## config.mk

```make
export PLATFORM = sky130hd
export DESIGN_NAME = alu_issue_ctrl_flat
export DESIGN_NICKNAME = d
export VERILOG_FILES = /design/src/rtl/alu_issue_ctrl_pkg.sv /design/src/rtl/alu_issue_ctrl_if.sv /design/src/rtl/alu_issue_ctrl.sv /design/src/flat_wrapper.sv
export SDC_FILE = /design/constraint.sdc
export NUM_CORES = 1
export LEC_CHECK = 0
export ABC_AREA = 1
export BUFFER_PORTS_ARGS = -buffer_cell sky130_fd_sc_hd__buf_2
export CAP_MARGIN = 20
export CORE_MARGIN = 2
export CORE_UTILIZATION = 46
export DETAILED_ROUTE_END_ITERATION = 8
export PLACE_DENSITY = 0.79
export SLEW_MARGIN = 15
export SYNTH_ARGS = -nofsm -noshare
export SYNTH_HDL_FRONTEND = slang
export SYNTH_SLANG_ARGS = --single-unit
```

## constraint.sdc

```tcl
create_clock -name clk -period 1.7 [get_ports clk]
set_input_delay 0.255 -clock clk [delete_from_list [all_inputs] [get_ports clk]]
set_output_delay 0.255 -clock clk [all_outputs]
set_load 0.02 [all_outputs]
```

## src/rtl/alu_issue_ctrl_pkg.sv

```systemverilog
// alu_issue_ctrl_pkg
//   Shared definitions for the ALU issue controller: the opcodes that
//   alu_16b implements, the idle opcode, the controller state encoding
//   and the settle-counter width.
package alu_issue_ctrl_pkg;

  // Opcodes understood by the ALU. Anything else is rejected by the
  // issue controller before it reaches the ALU.
  localparam logic [3:0] OP_ADD  = 4'b0001;
  localparam logic [3:0] OP_SUB  = 4'b1001;
  localparam logic [3:0] OP_AND  = 4'b0011;
  localparam logic [3:0] OP_OR   = 4'b0100;
  localparam logic [3:0] OP_SLL  = 4'b0101;
  localparam logic [3:0] OP_SRL  = 4'b1101;

  // Code presented to the ALU while nothing is being executed.
  localparam logic [3:0] ALU_NOP = 4'b0000;

  // Settle counter holds SETTLE_CYCLES-1, with SETTLE_CYCLES in 1..15.
  localparam int SETTLE_W = 4;

  typedef enum logic [1:0] {
    ST_IDLE = 2'b00,
    ST_EXEC = 2'b01,
    ST_DONE = 2'b10
  } state_e;

endpackage

```

## src/rtl/alu_issue_ctrl_if.sv

```systemverilog
// alu_issue_ctrl_if
//   Bundles the three buses around the issue controller:
//     req_*     decode -> controller request handshake
//     alu_*     controller <-> alu_16b operand/result bus (plus cond_code)
//     rsp_*     controller -> writeback response handshake
//   Modports:
//     slave  : the issue controller (accepts requests, drives the ALU)
//     master : the surrounding environment (decode, ALU, writeback)
interface alu_issue_ctrl_if #(
  parameter int WIDTH = 32
);
  logic             req_valid;
  logic             req_ready;
  logic [3:0]       req_op;
  logic [WIDTH-1:0] req_a;
  logic [WIDTH-1:0] req_b;

  logic [WIDTH-1:0] alu_inA;
  logic [WIDTH-1:0] alu_inB;
  logic [3:0]       alu_ctrl;
  logic [WIDTH-1:0] alu_out;
  logic [5:0]       cond_code;

  logic             rsp_valid;
  logic             rsp_ready;
  logic [WIDTH-1:0] rsp_data;
  logic [5:0]       rsp_cc;
  logic             rsp_err;

  modport slave (
    input  req_valid, req_op, req_a, req_b,
    output req_ready,
    output alu_inA, alu_inB, alu_ctrl,
    input  alu_out, cond_code,
    output rsp_valid, rsp_data, rsp_cc, rsp_err,
    input  rsp_ready
  );

  modport master (
    output req_valid, req_op, req_a, req_b,
    input  req_ready,
    input  alu_inA, alu_inB, alu_ctrl,
    output alu_out, cond_code,
    input  rsp_valid, rsp_data, rsp_cc, rsp_err,
    output rsp_ready
  );

endinterface

```

## src/rtl/alu_issue_ctrl.sv

```systemverilog
// alu_issue_ctrl
//   Initiator side of the ALU operand/control interface. Takes one
//   operation at a time from decode, drives it into alu_16b, waits
//   SETTLE_CYCLES, captures result and condition code, and hands them to
//   writeback. Undefined opcodes are answered with rsp_err=1 without ever
//   reaching the ALU.
//   Ports:
//     clk       clock, all state changes on the rising edge
//     rst       synchronous active-high reset
//     bus       alu_issue_ctrl_if.slave (req_*, alu_*, cond_code, rsp_*)
//     op_count  number of completed response handshakes (wraps)
module alu_issue_ctrl
  import alu_issue_ctrl_pkg::*;
#(
  parameter int WIDTH         = 32,
  parameter int SETTLE_CYCLES = 1,
  parameter int CNT_W         = 16
) (
  input  logic             clk,
  input  logic             rst,
  alu_issue_ctrl_if.slave  bus,
  output logic [CNT_W-1:0] op_count
);

  localparam logic [SETTLE_W-1:0] SETTLE_LOAD = SETTLE_W'(SETTLE_CYCLES - 1);

  state_e              state_q,    state_d;
  logic [WIDTH-1:0]    in_a_q,     in_a_d;
  logic [WIDTH-1:0]    in_b_q,     in_b_d;
  logic [3:0]          ctrl_q,     ctrl_d;
  logic [WIDTH-1:0]    data_q,     data_d;
  logic [5:0]          cc_q,       cc_d;
  logic                err_q,      err_d;
  logic [SETTLE_W-1:0] settle_q,   settle_d;
  logic [CNT_W-1:0]    op_count_q, op_count_d;

  function automatic logic op_is_legal(input logic [3:0] op);
    case (op)
      OP_ADD, OP_SUB, OP_AND, OP_OR, OP_SLL, OP_SRL: return 1'b1;
      default:                                       return 1'b0;
    endcase
  endfunction

  // State and datapath registers.
  always_ff @(posedge clk) begin
    if (rst) begin
      state_q    <= ST_IDLE;
      in_a_q     <= '0;
      in_b_q     <= '0;
      ctrl_q     <= ALU_NOP;
      data_q     <= '0;
      cc_q       <= '0;
      err_q      <= 1'b0;
      settle_q   <= '0;
      op_count_q <= '0;
    end else begin
      state_q    <= state_d;
      in_a_q     <= in_a_d;
      in_b_q     <= in_b_d;
      ctrl_q     <= ctrl_d;
      data_q     <= data_d;
      cc_q       <= cc_d;
      err_q      <= err_d;
      settle_q   <= settle_d;
      op_count_q <= op_count_d;
    end
  end

  // Next-state and datapath updates. Everything holds unless a
  // transition below says otherwise.
  always_comb begin
    state_d    = state_q;
    in_a_d     = in_a_q;
    in_b_d     = in_b_q;
    ctrl_d     = ctrl_q;
    data_d     = data_q;
    cc_d       = cc_q;
    err_d      = err_q;
    settle_d   = settle_q;
    op_count_d = op_count_q;

    case (state_q)
      ST_IDLE: begin
        if (bus.req_valid) begin
          if (op_is_legal(bus.req_op)) begin
            in_a_d   = bus.req_a;
            in_b_d   = bus.req_b;
            ctrl_d   = bus.req_op;
            settle_d = SETTLE_LOAD;
            state_d  = ST_EXEC;
          end else begin
            // Rejected without touching the ALU; operands keep old values.
            ctrl_d  = ALU_NOP;
            data_d  = '0;
            cc_d    = '0;
            err_d   = 1'b1;
            state_d = ST_DONE;
          end
        end
      end
      ST_EXEC: begin
        if (settle_q != '0) begin
          settle_d = settle_q - SETTLE_W'(1);
        end else begin
          // alu_out/cond_code are only trusted on this capture edge.
          data_d  = bus.alu_out;
          cc_d    = bus.cond_code;
          err_d   = 1'b0;
          state_d = ST_DONE;
        end
      end
      ST_DONE: begin
        if (bus.rsp_ready) begin
          op_count_d = op_count_q + CNT_W'(1);
          ctrl_d     = ALU_NOP;
          state_d    = ST_IDLE;
        end
      end
      default: begin
        state_d = ST_IDLE;
      end
    endcase
  end

  // Outputs: handshakes decode from state only, so there is no
  // combinational path from req_valid or rsp_ready.
  always_comb begin
    bus.req_ready = (state_q == ST_IDLE);
    bus.rsp_valid = (state_q == ST_DONE);
    bus.alu_inA   = in_a_q;
    bus.alu_inB   = in_b_q;
    bus.alu_ctrl  = ctrl_q;
    bus.rsp_data  = data_q;
    bus.rsp_cc    = cc_q;
    bus.rsp_err   = err_q;
    op_count      = op_count_q;
  end

endmodule

```

## src/flat_wrapper.sv

```systemverilog
// flat-port wrapper written by rule: the top's interface ports become plain ports
module alu_issue_ctrl_flat import alu_issue_ctrl_pkg::*;
#(
  parameter int WIDTH         = 32,
  parameter int SETTLE_CYCLES = 1,
  parameter int CNT_W         = 16
)
  (clk, rst, op_count, bus_req_valid, bus_req_op, bus_req_a, bus_req_b, bus_req_ready, bus_alu_inA, bus_alu_inB, bus_alu_ctrl, bus_alu_out, bus_cond_code, bus_rsp_valid, bus_rsp_data, bus_rsp_cc, bus_rsp_err, bus_rsp_ready);
  alu_issue_ctrl_if #(.WIDTH(WIDTH)) bus_i ();
  input  logic clk;
  input  logic rst;
  output logic [CNT_W-1:0] op_count;
  input wire logic [$bits(bus_i.req_valid)-1:0] bus_req_valid;
  input wire logic [$bits(bus_i.req_op)-1:0] bus_req_op;
  input wire logic [$bits(bus_i.req_a)-1:0] bus_req_a;
  input wire logic [$bits(bus_i.req_b)-1:0] bus_req_b;
  output wire logic [$bits(bus_i.req_ready)-1:0] bus_req_ready;
  output wire logic [$bits(bus_i.alu_inA)-1:0] bus_alu_inA;
  output wire logic [$bits(bus_i.alu_inB)-1:0] bus_alu_inB;
  output wire logic [$bits(bus_i.alu_ctrl)-1:0] bus_alu_ctrl;
  input wire logic [$bits(bus_i.alu_out)-1:0] bus_alu_out;
  input wire logic [$bits(bus_i.cond_code)-1:0] bus_cond_code;
  output wire logic [$bits(bus_i.rsp_valid)-1:0] bus_rsp_valid;
  output wire logic [$bits(bus_i.rsp_data)-1:0] bus_rsp_data;
  output wire logic [$bits(bus_i.rsp_cc)-1:0] bus_rsp_cc;
  output wire logic [$bits(bus_i.rsp_err)-1:0] bus_rsp_err;
  input wire logic [$bits(bus_i.rsp_ready)-1:0] bus_rsp_ready;
  assign bus_i.req_valid = bus_req_valid;
  assign bus_i.req_op = bus_req_op;
  assign bus_i.req_a = bus_req_a;
  assign bus_i.req_b = bus_req_b;
  assign bus_req_ready = bus_i.req_ready;
  assign bus_alu_inA = bus_i.alu_inA;
  assign bus_alu_inB = bus_i.alu_inB;
  assign bus_alu_ctrl = bus_i.alu_ctrl;
  assign bus_i.alu_out = bus_alu_out;
  assign bus_i.cond_code = bus_cond_code;
  assign bus_rsp_valid = bus_i.rsp_valid;
  assign bus_rsp_data = bus_i.rsp_data;
  assign bus_rsp_cc = bus_i.rsp_cc;
  assign bus_rsp_err = bus_i.rsp_err;
  assign bus_i.rsp_ready = bus_rsp_ready;
  alu_issue_ctrl #(.WIDTH(WIDTH), .SETTLE_CYCLES(SETTLE_CYCLES), .CNT_W(CNT_W)) u_core (.clk(clk), .rst(rst), .bus(bus_i), .op_count(op_count));
endmodule
```

* Yosys cells after proc, flatten, opt, wreduce, memory -nomap -nowiden
Index checks and enable logic that the tools add are counted.
** Cells by class
- Add/sub/neg operators :: 2
- Equal/unequal tests :: 14
- Mux-type cells :: 28
- Reduce and logical (&&, ||, !) cells :: 11
** Operator list (number)
- $mux 32 :: 3
- $pmux 32 s2 :: 1
- $mux 4 :: 6
- $mux 6 :: 3
- $add 16x1->16 const B :: 1
- $pmux 4 s2 :: 2
- $pmux 6 s2 :: 1
- $reduce_and 3->1 :: 3
- $eq 4x3->1 const B :: 2
- $eq 4x4->1 const B :: 2
- $mux 2 :: 4
- $reduce_and 4->1 :: 2
- $mux 1 :: 6
- $ne 2x1->1 const B :: 3
- $ne 2x2->1 const B :: 3
- $pmux 2 s3 :: 1
- $reduce_or 6->1 :: 1
- $eq 4x1->1 const B :: 1
- $eq 4x2->1 const B :: 1
- $reduce_bool 2->1 :: 2
- $reduce_bool 4->1 :: 1
- $sub 4x1->4 const B :: 1
- $eq 2x1->1 const B :: 1
- $eq 2x2->1 const B :: 1
- 3 further kinds :: 3
** Storage, ports and cells
- Register bits after elaboration :: 129
- Input port bits :: 110
- Logic and storage cells :: 64

* Longest topological paths before layout
- Depth in word-level cells :: 8
- Depth in mapped cells :: 10
- Mapped depth without buffers :: 10

* Worst setup path before layout
No wires, ideal clock.
- Path type :: register to register
- Start :: register u_core.op_count_q[0] (netlist: u_core.op_count[0])
- End :: register u_core.op_count_q[8] (netlist: u_core.op_count[8])
- Arrival :: 1320 ps
- Path slack :: 264 ps
- Cell stages (with the launch flop) :: 9
- Buffers on the path :: 0
- Period minus slack after synthesis :: 1436 ps
- Cells stage by stage :: dfxtp_1 -> ha_1 -> nand3_1 -> nor2_4 -> nand2_1 -> nor2_1 -> nand2_1 -> nand2_1 -> a21oi_1
** Between the ends
- Longest elaborated chain between the ends :: 1
** RTL lines
- start: declaration :: RTL line alu_issue_ctrl.sv:35 : logic [CNT_W-1:0] op_count_q, op_count_d;
- start signal: assignment :: RTL line alu_issue_ctrl.sv:65 : op_count_q <= op_count_d;
- $add 16x1->16 :: RTL line alu_issue_ctrl.sv:114 : op_count_d = op_count_q + CNT_W'(1);
No other way between the ends.
A chain may end at the register's enable or synchronous reset.

* Worst setup path in the final report
- Start :: register u_core.state_q[0]
- End :: output bus_rsp_valid
** Between the ends
- Longest elaborated chain between the ends :: 1
** RTL lines
- start: declaration :: RTL line alu_issue_ctrl.sv:27 : state_e state_q, state_d;
- start signal: assignment :: RTL line alu_issue_ctrl.sv:57 : state_q <= state_d;
- $eq 2x2->1 :: RTL line alu_issue_ctrl.sv:129 : bus.rsp_valid = (state_q == ST_DONE);
- end: declaration :: RTL line flat_wrapper.sv:23 : output wire logic [$bits(bus_i.rsp_valid)-1:0] bus_rsp_valid;
No other way between the ends.

==> results_dict.tcl <==
set metrics [dict create \
    final_common_cell "buf_2" \
    std_cell_rows 37 \
    setup_viol 0 \
    clk_pin_slew_ns 0.06 \
    maxSlewViolCount 0 \
    start_util 0.473 \
    core-area_um2 10300 \
    dpl.cell_count 977 \
    hpwlAfterDp_mm 8.99 \
    cts_buffers 17 \
    die_w_um 107 \
    crit_type "flop to primary output" \
    clock_path_buffers 2 \
    drive_gt1_frac 0.298 \
    m1WireLength_mm 6.20 \
    tns_ns 0 \
    start_kind "flop" \
    syn_inst 635 \
    drtIter0Drc 518 \
    area_growth_pct 58.9 \
    synth_compound_area_frac 0.133 \
    viasPerCell 5.03 \
    yosys.area_share.simple 0.253 \
    wire_per_inst_um 15.1 \
    required_ns 1.44 \
    async_flop_share 0 \
    synth_top_family_by_area "simple AND/OR/NAND/NOR gates" \
    die_y_um 107 \
    yosysUniqueCellTypes 25 \
    grt_pass1_wl_mm 26.2 \
    cts_max_level 4 \
    worst_pin_slew_ns 0.356 \
    yosys_register_bits 129 \
    powerDensity_nw_per_um2 1140 \
    met3_length_mm 1.76 \
    dpl_cell_area_um2 6120 \
    hold_class "input port to flop" \
    finalNonFillerCells 1108 \
    finalCriticalPeriod_ns 1.59 \
    final_area_um2 7760 \
    synth_xor_xnor_area_share 0.00897 \
    netlist.top_cell.by_area "dfxtp_1" \
    layout.filler_cells 661 \
    drc 0 \
    finish.utilization 0.752 \
    r2r_slack_ns 0.17 \
    grt_pass1_vias 5540 \
    synth_area_per_cell_um2 7.69 \
    status "finished clean" \
    yosys.area_share.adder 0.00769 \
    antenna_found_initial 0 \
    dr.pass1.iters 5 \
    synth_edf_count 0 \
    drv_cap 0 \
    dp_slack_ns 0.183 \
    io_buffers 234 \
    track_usage 0.290 \
    ios 235 \
    synth_area_leaders "dfxtp_1, nor2_1, nand2_1, a21oi_1, o21ai_1" \
    fin_crit_sh 0.936 \
    synth_nets 748 \
    multiInputGateArea_um2 1970 \
    grt_max_degree 79 \
    p_leak_uw 0.00379 \
    cp.arrival_ns 1.34 \
    skew_ns 0.0102 \
    final_cell_mix "buf_2, nor2_1, dfxtp_1, nand2_1, dlygate4sd3_1" \
    yosysWarnings 0 \
    ir_drop_uv 713 \
    synth_top_area_share 0.529 \
    crit_path_end_kind "primary output" \
    cts_root_buf "clkbuf_8" \
    insertedDiodeCount 0 \
    place.gp.congestion 0.796 \
    cp_max_fo 6 \
    regArea_um2 2590 \
    final_hold_viol_count 0 \
    cts_sinks 129 \
    fmax_mhz 628 \
    layout_setup_ws_ns 0.109 \
    routed_wl_mm 16.7 \
    clock_latency_ns 0.52 \
    synthMuxAreaShare 0 \
    slew_headroom 0.762 \
    yosysSeqAreaShare 0.529 \
    ant_nets 0 \
    final_nets 1072 \
    grt_overflow_total 0 \
    ys.flop_type "dfxtp_1" \
    num_vias 5575 \
    rsz0062_at_grt "no" \
    die-area_um2 11500 \
    wl_met2_mm 8.03 \
    synthesis.area_um2 4880 \
    maxUsedRoutingLayer "met4" \
    tritoncts "done" \
]
==> repair_timing <==
item | in CTS | in global routing
hold buffers | 99 | 0
gates cloned | 0 | 0
setup buffers | 0 | 0
endpoints found under the setup margin | 1 | 1
hold endpoints to repair | 99 | 0
resized for setup | 3 | 2
==> synthesized netlist by cell type, drive strengths merged (4+ instances only) <==
master	number
nand3	15
inv	30
nand2	121
o21ai	75
xor2	4
nor3	4
clkbuf	14
nor2	159
buf	21
a21oi	53
dfxtp	129
nand4	4
==> per-layer routing <==
metal,track usage,up-vias
met5,0,-
met4,0.161,0
met3,0.109,70
met2,0.501,336
met1,0.300,2486
li1,-,2683
==> where the power goes <==
group | total (uW) | leakage, uW | internal, uW | switching [uW]
registers | 3380 | 0.00105 | 3250 | 132
logic | 1530 | 0.00243 | 604 | 924
clock network | 3930 | 0.000308 | 2570 | 1360
total | 8840 | 0.00379 | 6420 | 2420
==> layout make-up <==
cell class,count,area share
clock buffers,19,0.0556
clock inverters,13,0.0271
inverters,30,0.0145
multi-input cells,441,0.254
flip-flops and latches,129,0.333
well taps,136,0.0219
repair buffers,340,0.294
==> critical path, stage by stage (launching register included) <==
cell and delay, ns:
dfxtp_2 0.34, inv_2 0.10, nand2_2 0.11, inv_1 0.11
buf_4 0.16
==> final timing paths <==
kind                                               from                      end  cells after the start
worst max-delay path                  u_core.state_q[0]            bus_rsp_valid                      4
worst min-delay path                    bus_alu_out[10]  u_core.bus.rsp_data[10]                      3
worst max register to register        u_core.state_q[1]   u_core.bus.alu_inB[11]                      7
worst min register to register  u_core.bus.rsp_data[16]  u_core.bus.rsp_data[16]                      2
==> sequential cells by signal, summed over array words and instances, names as in the netlist <==
register             flops
u_core.bus.rsp_err       1
u_core.bus.alu_inB      32
u_core.op_count         16
u_core.bus.rsp_cc        6
u_core.bus.rsp_data     32
u_core.bus.alu_ctrl      4
u_core.settle_q          4
u_core.state_q           2
u_core.bus.alu_inA      32
==> metrics by stage <==
stage	total power, uW	hold slack, ns
after CTS	8800	0.00217
after global placement	4700	0.447
after floorplan	4250	0.390
after detailed placement	4710	0.452
after global routing	9180	0.0102
final	8840	0.0157
==> cell families after synthesis <==
group,count (synthesis)
buffers and inverters,65
AO/OA/AOI/OAI,129
adder cells (fa/ha/maj),3
flip-flops,129
AND/OR/NAND/NOR,304
XOR/XNOR,5
Power figures use the tool's default switching activity.
